File: config.mk
export PLATFORM = sky130hd
export DESIGN_NAME = anneal_sequencer
export DESIGN_NICKNAME = d
export VERILOG_FILES = /design/src/rtl/anneal_sequencer.sv
export SDC_FILE = /design/constraint.sdc
export NUM_CORES = 1
export LEC_CHECK = 0
export ABC_AREA = 1
export BUFFER_PORTS_ARGS = -buffer_cell sky130_fd_sc_hd__clkbuf_2
export CAP_MARGIN = 40
export CORE_ASPECT_RATIO = 0.8
export CORE_MARGIN = 4
export CORE_UTILIZATION = 54
export CTS_CLUSTER_SIZE = 40
export DETAILED_ROUTE_END_ITERATION = 10
export HOLD_SLACK_MARGIN = 0.02
export PLACE_DENSITY = 0.8
export SYNTH_ARGS = -nofsm -noshare
export SYNTH_HDL_FRONTEND = slang
export SYNTH_SLANG_ARGS = --single-unit
File: constraint.sdc
create_clock -name clk -period 2 [get_ports clk]
set_input_delay 0 -clock clk [delete_from_list [all_inputs] [get_ports clk]]
set_output_delay 0 -clock clk [all_outputs]
set_load 0.05 [all_outputs]
File: src/rtl/anneal_sequencer.sv
// Run controller: seed, iterate opt/exp/exchange, unload chains, pulse done; all nodes step in lock-step.
// Outputs decode the state register (one cycle after the sampling edge); no backpressure, abort cancels at the next edge.
module anneal_sequencer #(
    parameter int NODE_NUM   = 32,
    parameter int ORD_LEN    = 32,
    parameter int OPT_CYCLES = 16,
    parameter int EXP_CYCLES = 17
) (
    input  logic        clk,
    input  logic        reset,
    input  logic        start,
    input  logic        abort,
    input  logic [15:0] iter_num,
    input  logic [16:0] recip_in,
    output logic        random_init,
    output logic        opt_run,
    output logic        exp_init,
    output logic        exp_run,
    output logic        exp_fin,
    output logic [16:0] exp_recip,
    output logic        exchange_run,
    output logic        exchange_phase,
    output logic        distance_shift,
    output logic        exchange_shift_d,
    output logic        busy,
    output logic        done,
    output logic [15:0] iter_cnt
);

    localparam int MAX_AB  = (NODE_NUM > ORD_LEN) ? NODE_NUM : ORD_LEN;
    localparam int MAX_CD  = (OPT_CYCLES > EXP_CYCLES) ? OPT_CYCLES : EXP_CYCLES;
    localparam int MAX_LEN = (MAX_AB > MAX_CD) ? MAX_AB : MAX_CD;
    localparam int CW      = $clog2(MAX_LEN) + 1;

    typedef enum logic [3:0] {
        S_IDLE,
        S_SEED,
        S_OPT,
        S_EXP_I,
        S_EXP_R,
        S_EXP_F,
        S_EXCH,
        S_DUMP_DIS,
        S_DUMP_ORD,
        S_DONE
    } state_t;

    typedef struct packed {
        logic [15:0] iter_num;
        logic [16:0] recip;
    } run_cfg_t;

    state_t          state;
    state_t          state_nxt;
    logic [CW-1:0]   cnt;
    logic [CW-1:0]   cnt_nxt;
    run_cfg_t        cfg;
    logic            capture;
    logic            exch_exit;
    logic [15:0]     iter_cnt_q;
    logic            phase_q;
    logic [15:0]     iter_cnt_inc;

    assign iter_cnt_inc = iter_cnt_q + 16'd1;

    always_ff @(posedge clk or negedge reset) begin
        if (!reset) begin
            state      <= S_IDLE;
            cnt        <= '0;
            cfg        <= '0;
            iter_cnt_q <= '0;
            phase_q    <= 1'b0;
        end else begin
            state <= state_nxt;
            cnt   <= cnt_nxt;
            if (capture) begin
                cfg.iter_num <= iter_num;
                cfg.recip    <= recip_in;
                iter_cnt_q   <= '0;
                phase_q      <= 1'b0;
            end else if (exch_exit) begin
                iter_cnt_q <= iter_cnt_inc;
                phase_q    <= ~phase_q;
            end
        end
    end

    // Shared down-counter: loaded with length-1 on entry, state exits when it reads 0.
    always_comb begin
        state_nxt = state;
        cnt_nxt   = (cnt != '0) ? cnt - CW'(1) : cnt;
        capture   = 1'b0;
        exch_exit = 1'b0;
        case (state)
            S_IDLE: begin
                if (start) begin
                    state_nxt = S_SEED;
                    capture   = 1'b1;
                end
            end
            S_SEED: begin
                if (cfg.iter_num == 16'd0) begin
                    state_nxt = S_DUMP_DIS;
                    cnt_nxt   = CW'(NODE_NUM - 1);
                end else begin
                    state_nxt = S_OPT;
                    cnt_nxt   = CW'(OPT_CYCLES - 1);
                end
            end
            S_OPT: begin
                if (cnt == '0) state_nxt = S_EXP_I;
            end
            S_EXP_I: begin
                state_nxt = S_EXP_R;
                cnt_nxt   = CW'(EXP_CYCLES - 1);
            end
            S_EXP_R: begin
                if (cnt == '0) state_nxt = S_EXP_F;
            end
            S_EXP_F: begin
                state_nxt = S_EXCH;
            end
            S_EXCH: begin
                exch_exit = 1'b1;
                if (iter_cnt_inc == cfg.iter_num) begin
                    state_nxt = S_DUMP_DIS;
                    cnt_nxt   = CW'(NODE_NUM - 1);
                end else begin
                    state_nxt = S_OPT;
                    cnt_nxt   = CW'(OPT_CYCLES - 1);
                end
            end
            S_DUMP_DIS: begin
                if (cnt == '0) begin
                    state_nxt = S_DUMP_ORD;
                    cnt_nxt   = CW'(ORD_LEN - 1);
                end
            end
            S_DUMP_ORD: begin
                if (cnt == '0) state_nxt = S_DONE;
            end
            S_DONE: begin
                state_nxt = S_IDLE;
            end
            default: begin
                state_nxt = S_IDLE;
            end
        endcase
        // An aborted EXCH does not count as a completed iteration.
        if (abort && (state != S_IDLE)) begin
            state_nxt = S_IDLE;
            exch_exit = 1'b0;
        end
    end

    assign random_init      = (state == S_SEED);
    assign opt_run          = (state == S_OPT);
    assign exp_init         = (state == S_EXP_I);
    assign exp_run          = (state == S_EXP_R);
    assign exp_fin          = (state == S_EXP_F);
    assign exchange_run     = (state == S_EXCH);
    assign distance_shift   = (state == S_DUMP_DIS);
    assign exchange_shift_d = (state == S_DUMP_ORD);
    assign done             = (state == S_DONE);
    assign busy             = (state != S_IDLE);
    assign exp_recip        = cfg.recip;
    assign exchange_phase   = phase_q;
    assign iter_cnt         = iter_cnt_q;

endmodule

==> impl_metrics.py, run 1 <==
metrics = {
    "sta": {
        "finalCriticalPeriod_ns": 1.88,
        "max_slew_margin": 0.500,
        "finalHoldViolations": 0,
        "finalSetupViolCount": 0,
        "slew_limit_fails": 0,
        "hold_ws_ns": 0.0467,
        "finalClockSkew_ns": 0.00752,
        "layout_worst_path_cycle_share": 0.940,
        "worstMarginPinSlew_ns": 0.751,
        "achievable-frequency_mhz": 532,
    },
    "synthesis": {
        "synth_async_sr_flop_share": 1.00,
        "syn_area_um2": 3440,
        "synthTopCellsByCount": "sky130_fd_sc_hd__nand2_1, sky130_fd_sc_hd__dfrtp_1, sky130_fd_sc_hd__inv_1",
        "most_common_cell_in_the_synthesized_netlist": "sky130_fd_sc_hd__nand2_1",
        "synth_cell_types": 37,
        "ys.warnings.count": 0,
        "ys_seq_area_frac": 0.437,
        "mappedNetlistNets": 462,
        "synth_top_cell_by_area": "sky130_fd_sc_hd__dfrtp_1",
        "synth_top_area_share": 0.437,
        "synth_flop_cell": "sky130_fd_sc_hd__dfrtp_1",
        "synth_seq_cells": 60,
        "postSynthCellCount": 422,
        "syn_area_per_cell_um2": 8.15,
        "netlist_top_cells_area": "sky130_fd_sc_hd__dfrtp_1, sky130_fd_sc_hd__nand2_1, sky130_fd_sc_hd__mux2_2, sky130_fd_sc_hd__nand3_1, sky130_fd_sc_hd__inv_1",
        "synth_edf_count": 0,
    },
    "floorplanning": {
        "chipWidth_um": 97.2,
        "fp-row-count": 25,
        "floorplan.core_area_um2": 6040,
        "floorplan.die.height_um": 79.4,
        "floorplan.die_area_um2": 7720,
        "initial_standard_cell_utilization_of_the_core": 0.570,
        "io_pins": 81,
    },
    "critical_path": {
        "timing.critical_path.required_ns": 2.29,
        "worst_ep_arrival_time_ns": 2.17,
        "cp_common_cell": "sky130_fd_sc_hd__nand2_1",
        "critical_path.cell_chain": "ha_2 > nand3_2 > nor2_4 > nand3_1 > nand2_1 > nand3_1 > nand2_1 > nand2_1 > nor2_1 > nand3_2 > nand2_1 > nand2_1 > nand2_1",
        "critPathSlowestCell": "sky130_fd_sc_hd__dfrtp_2",
        "critical-path-max-stage-delay_ns": 0.39,
        "critical_path_peak_fanout": 5,
        "worst_path_dominant_cell_family": "simple AND/OR/NAND/NOR gates",
        "crit_type": "reg2reg",
        "cp_num_buf_inv": 0,
        "worstSetupEndpointType": "flop",
        "element_type_at_the_critical_path_start": "flop",
    },
    "route": {
        "viasPerCell": 5.40,
        "wire_per_inst_um": 14.8,
        "postRouteWirelength_um": 9210,
        "drc": 0,
        "detail_route.first_pass.iterations": 5,
        "via_count": 3351,
        "ant_nets": 0,
        "detailedRoute.firstIterationViolations": 202,
    },
    "final_layout": {
        "area_growth_syn_to_layout_pct": 30.2,
        "fillCellCount": 416,
        "drive_above_1_share": 0.298,
        "num_antenna_cells": 0,
        "finalNetCount": 575,
        "utilization": 0.742,
    },
    "clocking": {
        "cts.clk_slew.worst_paths_ns": 0.08,
        "cts_sinks": 60,
        "clockRootBuffer": "sky130_fd_sc_hd__clkbuf_8",
        "number_of_buffers_on_the_longest_clock_path": 2,
        "cts-buffers-inserted": 9,
        "worst_skew_pair.late_latency_ns": 0.34,
        "cts_tree": "yes",
        "cts_h_tree_depth": 3,
    },
    "grt": {
        "antenna_violations_before_repair": 0,
        "vias_in_the_first_global_route": 3263,
        "track_usage": 0.246,
        "grt_overflow_total": 0,
        "grt_first_pass_wirelength_um": 15200,
        "grt_max_degree": 61,
    },
    "power_and_ir_drop": {
        "cellPowerDensity_nw_per_um2": 1420,
        "ir_drop_uv": 835,
        "report.power.total_w": 0.00637,
        "p_leak_nw": 2.28,
    },
    "job": {
        "maxCapViolations": 0,
    },
    "hold_path": {
        "worstHoldPathType": "in2reg",
    },
    "placement": {
        "final_weighted_congestion_in_routability_driven_placement": 0.880,
        "place.port_buffers": 80,
        "detailedPlacementHpwl_um": 6180,
    },
    "status": {
        "status": "finished, final reports clean",
    },
}
registers in the layout, summed over array words and instances (netlist names):
name            cells
cfg                16
cnt                 6
exchange_phase      1
exp_recip          17
iter_cnt           16
state               4
path summary, 6_finish.rpt:
path,start,endpoint,slack (ns),cells past startpoint
worst max-delay path,iter_cnt[1],state[2],0.12,13
worst min-delay path,abort,state[1],0.05,4
worst max register to register,iter_cnt[1],state[2],0.12,13
worst min register to register,exp_recip[7],exp_recip[7],0.51,1
max in group asynchronous,reset,iter_cnt[0],1.12,3
min in group asynchronous,reset,cfg[21],0.35,3
stage by stage:
| stage | cell area, um^2 | setup WS [ns] | std cells | setup TNS (ns) |
|---|---|---|---|---|
| floorplan | 3450 | 0.100 | 422 | 0 |
| global route | 4480 | -0.0277 | 621 | -0.0527 |
| detailed placement | 3820 | 0.0347 | 562 | 0 |
| global placement | 3820 | 0.154 | 562 | 0 |
| CTS | 4370 | 0.0236 | 613 | 0 |
| finish | 4480 | 0.120 | 621 | 0 |
cell families after synthesis:
kind of cell | share of synthesized area
muxes | 0.0688
xor gates and xnor gates | 0.0338
adders and majority gates | 0.0109
buffers and inverters | 0.105
AOI/OAI and AO/OA | 0.0724
DFF | 0.437
and+or+nand+nor | 0.273
placed cells by master, fill, tap and decap left out, drive strengths merged:
master and count:
xnor3 1, inv 51, nand3b 1, o22ai 6, clkbuf 89, xor3 1
or2 3, bufinv 1, buf 12, mux2 21, o211ai 2, o21ai 20
nand2 100, nor4 2, dlygate4sd3 35, dfrtp 60, nand3 42, nor2 47
nand4 11, ha 3, a21oi 14, clkinv 5, o21bai 1, xnor2 4
a31oi 1, xor2 4, nor3 3
power by group:
group	internal (W)	switching [W]
Clock	0.000581	0.000512
Combinational	0.00108	0.00222
Sequential	0.00167	0.000305
per-layer routing:
metal | share of wire | wire length, um | track usage | up-vias
li1 | - | - | - | 1586
met1 | 0.41 | 3800 | 0.313 | 1565
met2 | 0.48 | 4380 | 0.401 | 180
met3 | 0.098 | 903 | 0.0900 | 20
met4 | 0.014 | 125 | 0.0650 | 0
met5 | 0 | 0 | 0 | -
tightest hold or removal path, cell delays in order:
cell and delay, ns:
sky130_fd_sc_hd__clkbuf_2 0.10, sky130_fd_sc_hd__nand2_4 0.07, sky130_fd_sc_hd__nand4_1 0.07, sky130_fd_sc_hd__o21ai_0 0.09
layout make-up:
class	instances	area (um^2)	share of cell area
multi-input cells	287	1630	0.364
flip-flops and latches	60	1510	0.336
repair buffers	127	853	0.191
inverters	50	188	0.0419
clock buffers	9	124	0.0277
well taps	81	101	0.0226
clock inverters	7	75.1	0.0168
what timing repair did:
| action | 4_1_cts | 5_1_grt |
|---|---|---|
| hold endpoints to repair | 95 | 0 |
| hold buffers | 35 | 0 |
| setup endpoints to repair | 0 | 4 |
| gates resized for setup | 0 | 14 |
| buffers inserted | 0 | 8 |
(Power assumes the default switching activity.)
==> run 2, diff against run 1 <==
REMOVE_ABC_BUFFERS = 1   (was default)
==> impl_metrics.py, run 2 (synthesis gave the netlist of run 1 again) <==
metrics = {
    "status": {
        "status": "finished, final reports clean",
    },
    "clocking": {
        "cts_tree": "yes",
        "cts_sinks": 60,
        "number_of_buffers_on_the_longest_clock_path": 2,
        "worst_skew_pair.late_latency_ns": 0.36,
        "cts_h_tree_depth": 3,
        "clockRootBuffer": "sky130_fd_sc_hd__clkbuf_8",
        "cts.clk_slew.worst_paths_ns": 0.07,
        "cts-buffers-inserted": 9,
    },
    "power_and_ir_drop": {
        "combinational_share_of_power": 0.507,
        "report.power.total_w": 0.00657,
        "cellPowerDensity_nw_per_um2": 1450,
        "ir_drop_uv": 1140,
        "sequentialPowerShare": 0.302,
        "power.share.switching": 0.466,
        "internal_power_w": 0.00351,
        "clock_network_power_share": 0.190,
        "power.net_switching_w": 0.00306,
        "p_leak_nw": 2.30,
    },
    "floorplanning": {
        "io_pins": 81,
        "initial_standard_cell_utilization_of_the_core": 0.570,
        "floorplan.die.height_um": 79.4,
        "fp-row-count": 25,
        "floorplan.die_area_um2": 7720,
        "chipWidth_um": 97.2,
        "floorplan.core_area_um2": 6040,
    },
    "final_layout": {
        "sequential_cell_area_um2": 1510,
        "num_antenna_cells": 0,
        "layout.cells.most_common_list": "sky130_fd_sc_hd__nand2_1, sky130_fd_sc_hd__clkbuf_2, sky130_fd_sc_hd__dfrtp_1",
        "finalNetCount": 575,
        "largest_register_ffs": 17,
        "multiInputGateArea_um2": 1660,
        "layout_commonest_cell": "sky130_fd_sc_hd__nand2_1",
        "fillCellCount": 436,
        "area_growth_syn_to_layout_pct": 31.8,
        "drive_above_1_share": 0.304,
    },
    "sta": {
        "worstMarginPinSlew_ns": 0.766,
        "finalSetupViolCount": 0,
        "slew_limit_fails": 0,
        "max_slew_margin": 0.490,
        "finalClockSkew_ns": 0.0138,
        "finalCriticalPeriod_ns": 1.95,
        "finalHoldViolations": 0,
        "layout_worst_path_cycle_share": 0.977,
        "tns_ns": 0,
        "achievable-frequency_mhz": 512,
    },
    "critical_path": {
        "critPathSlowestCell": "sky130_fd_sc_hd__dfrtp_1",
        "worstSetupEndpointType": "flop",
        "crit_type": "reg2reg",
        "worst_ep_arrival_time_ns": 2.25,
        "critical_path_peak_fanout": 6,
        "timing.critical_path.required_ns": 2.29,
        "critical_path.cell_chain": "nand2_1 > nor2_2 > nand4_1 > nand2_1 > nand2_1 > nand2_1 > nand2_1 > nor2_1 > nand3_2 > nand2_1 > nand2_1 > nand2_1",
        "critical-path-max-stage-delay_ns": 0.45,
        "cp_common_cell": "sky130_fd_sc_hd__nand2_1",
        "element_type_at_the_critical_path_start": "flop",
    },
    "grt": {
        "antenna_violations_before_repair": 0,
        "grt_overflow_total": 0,
        "track_usage": 0.252,
        "grt_first_pass_wirelength_um": 15600,
        "grt_max_degree": 33,
        "vias_in_the_first_global_route": 3322,
    },
    "route": {
        "via_count": 3322,
        "postRouteWirelength_um": 9280,
        "wire_per_inst_um": 15.0,
        "viasPerCell": 5.36,
        "drc": 0,
        "detailedRoute.firstIterationViolations": 229,
        "ant_nets": 0,
        "detail_route.first_pass.iterations": 6,
    },
    "placement": {
        "detailedPlacementHpwl_um": 6240,
        "place.port_buffers": 80,
        "final_weighted_congestion_in_routability_driven_placement": 0.917,
    },
    "job": {
        "maxCapViolations": 0,
    },
    "hold_path": {
        "worstHoldPathType": "in2async",
    },
}
[run 2: changes by cell type in the layout (fill, tap and decap cells not counted), moves of 2 or more]
cell                       previous run  this run
sky130_fd_sc_hd__clkbuf_8             9        11
sky130_fd_sc_hd__nand2_1             95        93
sky130_fd_sc_hd__clkinv_4             3         0
sky130_fd_sc_hd__nand3_1             38        36
sky130_fd_sc_hd__nand3_2              4         6
[run 2: layout make-up]
| type | instances | area share |
|---|---|---|
| Clock inverter | 4 | 0.0160 |
| Timing Repair Buffer | 127 | 0.189 |
| Inverter | 50 | 0.0414 |
| Multi-Input combinational cell | 287 | 0.365 |
| Sequential cell | 60 | 0.333 |
| Clock buffer | 11 | 0.0334 |
| Tap cell | 81 | 0.0224 |
[run 2: final timing paths]
path                       slack (ns)  cells after the start           start        endpoint
setup / recovery                 0.05                     12     iter_cnt[5]        state[0]
hold / removal                   0.25                      2           reset          cnt[4]
setup reg to reg                 0.05                     12     iter_cnt[5]        state[0]
hold reg to reg                  0.49                      1  exchange_phase  exchange_phase
max in group asynchronous        1.13                      3           reset    exp_recip[0]
min in group clk                 0.42                      3     recip_in[1]    exp_recip[1]
[run 2: metrics by stage]
stage	util	area, um^2	setup slack [ns]	hold slack, ns	instances
finish	0.750	4530	0.0454	0.255	620
global route	0.750	4530	-0.0633	0.327	620
detailed placement	0.634	3830	0.0770	0.104	564
CTS	0.731	4410	0.0370	0.265	615
global placement	0.634	3830	0.179	0.0916	564
floorplan	-	3270	-0.324	-0.296	397
[run 2: routing by layer]
layer,track usage,vias to the layer above,share of wire
li1,-,1594,-
met1,0.324,1540,0.42
met2,0.400,166,0.47
met3,0.0847,22,0.094
met4,0.0954,0,0.017
met5,0,-,0
[run 2: power by group through the flow]
stage	Clock, W	Sequential, W	Combinational [W]
global route	0.00131	0.00204	0.00362
CTS	0.00126	0.00197	0.00324
global placement	0	0.00196	0.00311
finish	0.00125	0.00199	0.00334
detailed placement	0	0.00198	0.00317
floorplan	0	0.00262	0.00172
[run 2: critical path: cells and delay by family, from the launching register on]
family        cells  cell delay (ns)
simple gates     12             1.44
flops             1             0.45
[run 2: repair_timing]
| action | 4_1_cts | 5_1_grt |
|---|---|---|
| hold endpoints to repair | 64 | 0 |
| gates resized for setup | 0 | 22 |
| setup buffers | 0 | 5 |
| endpoints found under the setup margin | 0 | 9 |
| hold buffers | 36 | 0 |
==> run 3, diff against run 2 <==
CORE_UTILIZATION = 58   (was 54)
PLACE_DENSITY = 0.85   (was 0.8)
SKIP_CTS_REPAIR_TIMING = 1   (was default)
clock period = 2.27 ns   (was 2 ns; I/O delays follow)
==> impl_metrics.py, run 3 (synthesis gave the netlist of run 1 again) <==
metrics = {
    "power_and_ir_drop": {
        "p_leak_nw": 2.23,
        "cellPowerDensity_nw_per_um2": 1290,
        "report.power.total_w": 0.00561,
        "ir_drop_uv": 966,
    },
    "grt": {
        "antenna_violations_before_repair": 0,
        "global_route.usage.met1": 0.342,
        "track_usage": 0.253,
        "grt_max_degree": 61,
        "grtUsageMet2": 0.397,
        "globalRouteMet3Util": 0.0812,
        "grt_overflow_total": 0,
        "grt-busiest-layer": "met2",
        "grt_first_pass_wirelength_um": 14500,
        "vias_in_the_first_global_route": 3059,
    },
    "clocking": {
        "number_of_buffers_on_the_longest_clock_path": 2,
        "cts_sinks": 60,
        "cts-buffers-inserted": 9,
        "cts_h_tree_depth": 3,
        "worst_skew_pair.late_latency_ns": 0.35,
        "clockRootBuffer": "sky130_fd_sc_hd__clkbuf_8",
        "cts_tree": "yes",
        "cts.clk_slew.worst_paths_ns": 0.07,
    },
    "placement": {
        "final_weighted_congestion_in_routability_driven_placement": 0.900,
        "detailedPlacementHpwl_um": 6230,
        "placed_cells_incl_taps": 559,
        "place.port_buffers": 80,
    },
    "final_layout": {
        "drive_above_1_share": 0.265,
        "largest_register_ffs": 17,
        "fillCellCount": 396,
        "layout.cells.most_common_list": "sky130_fd_sc_hd__nand2_1, sky130_fd_sc_hd__clkbuf_2, sky130_fd_sc_hd__dfrtp_1",
        "layoutNonFillerInstCount": 607,
        "area_growth_syn_to_layout_pct": 26.4,
        "num_antenna_cells": 0,
        "layout_commonest_cell": "sky130_fd_sc_hd__nand2_1",
        "finalNetCount": 566,
    },
    "sta": {
        "finalClockSkew_ns": 0.00925,
        "achievable-frequency_mhz": 489,
        "finalCriticalPeriod_ns": 2.05,
        "max_slew_margin": 0.494,
        "finalSetupViolCount": 0,
        "rsz0062_at_grt": "no",
        "worstMarginPinSlew_ns": 0.760,
        "finalHoldViolations": 0,
        "layout_worst_path_cycle_share": 0.901,
        "slew_limit_fails": 0,
    },
    "critical_path": {
        "rr_startpoint": "iter_cnt[0]",
        "critPathSlowestCell": "sky130_fd_sc_hd__dfrtp_1",
        "element_type_at_the_critical_path_start": "flop",
        "cp_common_cell": "sky130_fd_sc_hd__nand2_1",
        "critical_path.cell_chain": "ha_1 > nand2_1 > nor2_2 > nand2_1 > nand2_1 > nand2_1 > nand2_1 > nor2_1 > nand2_1 > nor2_1 > nand3_1 > nand2_1 > nand2_1 > nand2_1",
        "regToRegSetupSlack_ns": 0.22,
        "worstSetupEndpointType": "flop",
        "cp_num_buf_inv": 0,
        "critical-path-max-stage-delay_ns": 0.43,
        "worst_r2r_endpoint": "state[2]",
        "worst_path_dominant_cell_family": "simple AND/OR/NAND/NOR gates",
        "critical_path_peak_fanout": 7,
        "crit_type": "reg2reg",
        "reg2reg_depth": 14,
        "timing.critical_path.required_ns": 2.50,
        "worst_ep_arrival_time_ns": 2.28,
        "cp-startpoint": "iter_cnt[0]",
    },
    "route": {
        "detailedRoute.firstIterationViolations": 252,
        "detail_route.first_pass.iterations": 5,
        "viasPerCell": 5.27,
        "via_count": 3199,
        "postRouteWirelength_um": 8930,
        "wire_per_inst_um": 14.7,
        "ant_nets": 0,
        "drc": 0,
    },
    "floorplanning": {
        "floorplan.core_area_um2": 5590,
        "chipWidth_um": 94.1,
        "floorplan.die.height_um": 76.9,
        "io_pins": 81,
        "initial_standard_cell_utilization_of_the_core": 0.616,
        "floorplan.die_area_um2": 7230,
        "fp-row-count": 24,
    },
    "hold_path": {
        "worstHoldPathType": "in2reg",
        "holdPathStages": 4,
        "hold_start": "start",
        "worstHoldEndpoint": "state[0]",
    },
    "job": {
        "maxCapViolations": 0,
    },
    "status": {
        "status": "finished, final reports clean",
    },
}
-- run 3: cell types whose count changed in the layout (fill, tap and decap cells not counted), moves of 3 or more --
cell,delta
sky130_fd_sc_hd__dfrtp_1,+4
sky130_fd_sc_hd__nor2_4,-3
sky130_fd_sc_hd__dfrtp_2,-4
sky130_fd_sc_hd__buf_4,-6
sky130_fd_sc_hd__nand3_1,+5
sky130_fd_sc_hd__nand3_2,-5
sky130_fd_sc_hd__nand2_1,+3
-- run 3: metal layers --
metal  vias up  part of all wire
met5         -                 0
met4         0            0.0073
met1      1490              0.44
met3         8             0.076
met2       138              0.48
li1       1563                 -
-- run 3: how the worst max path moves through the flow --
stage | endpoint | slack (ns) | cells after the start
floorplan | iter_cnt[15] | -0.05 | 6
global placement | state[2] | 0.31 | 13
detailed placement | state[2] | 0.29 | 13
CTS | state[2] | 0.27 | 13
global route | state[0] | 0.005 | 13
finish | state[2] | 0.22 | 14
-- run 3: cell type report --
class / instances / area, um^2 / share of cell area
Multi-Input combinational cell: 287 / 1580 / 0.363
Clock buffer: 13 / 179 / 0.0412
Tap cell: 78 / 97.6 / 0.0225
Sequential cell: 60 / 1500 / 0.346
Timing Repair Buffer: 118 / 771 / 0.177
Inverter: 50 / 188 / 0.0432
Clock inverter: 1 / 30.0 / 0.00691
-- run 3: tightest hold or removal path: cells and delay by family --
kind,cells,cell delay (ns)
AOI/OAI and AO/OA,1,0.10
buffers and inverters,1,0.11
and+or+nand+nor,2,0.12
-- run 3: per-stage QoR --
stage | setup WS, ns | util | TNS (ns) | hold WS [ns] | instance area [um^2]
after floorplan | -0.0541 | - | -0.496 | -0.296 | 3270
after global placement | 0.309 | 0.680 | 0 | 0.205 | 3800
after detailed placement | 0.287 | 0.680 | 0 | 0.209 | 3800
after CTS | 0.272 | 0.717 | 0 | -0.169 | 4010
after global routing | 0.00465 | 0.778 | 0 | 0.0608 | 4350
final | 0.224 | 0.778 | 0 | 0.0260 | 4350
-- run 3: where the power goes --
group	internal, W	switching (W)
Sequential	0.00147	0.000272
Combinational	0.000892	0.00194
Clock	0.000615	0.000418
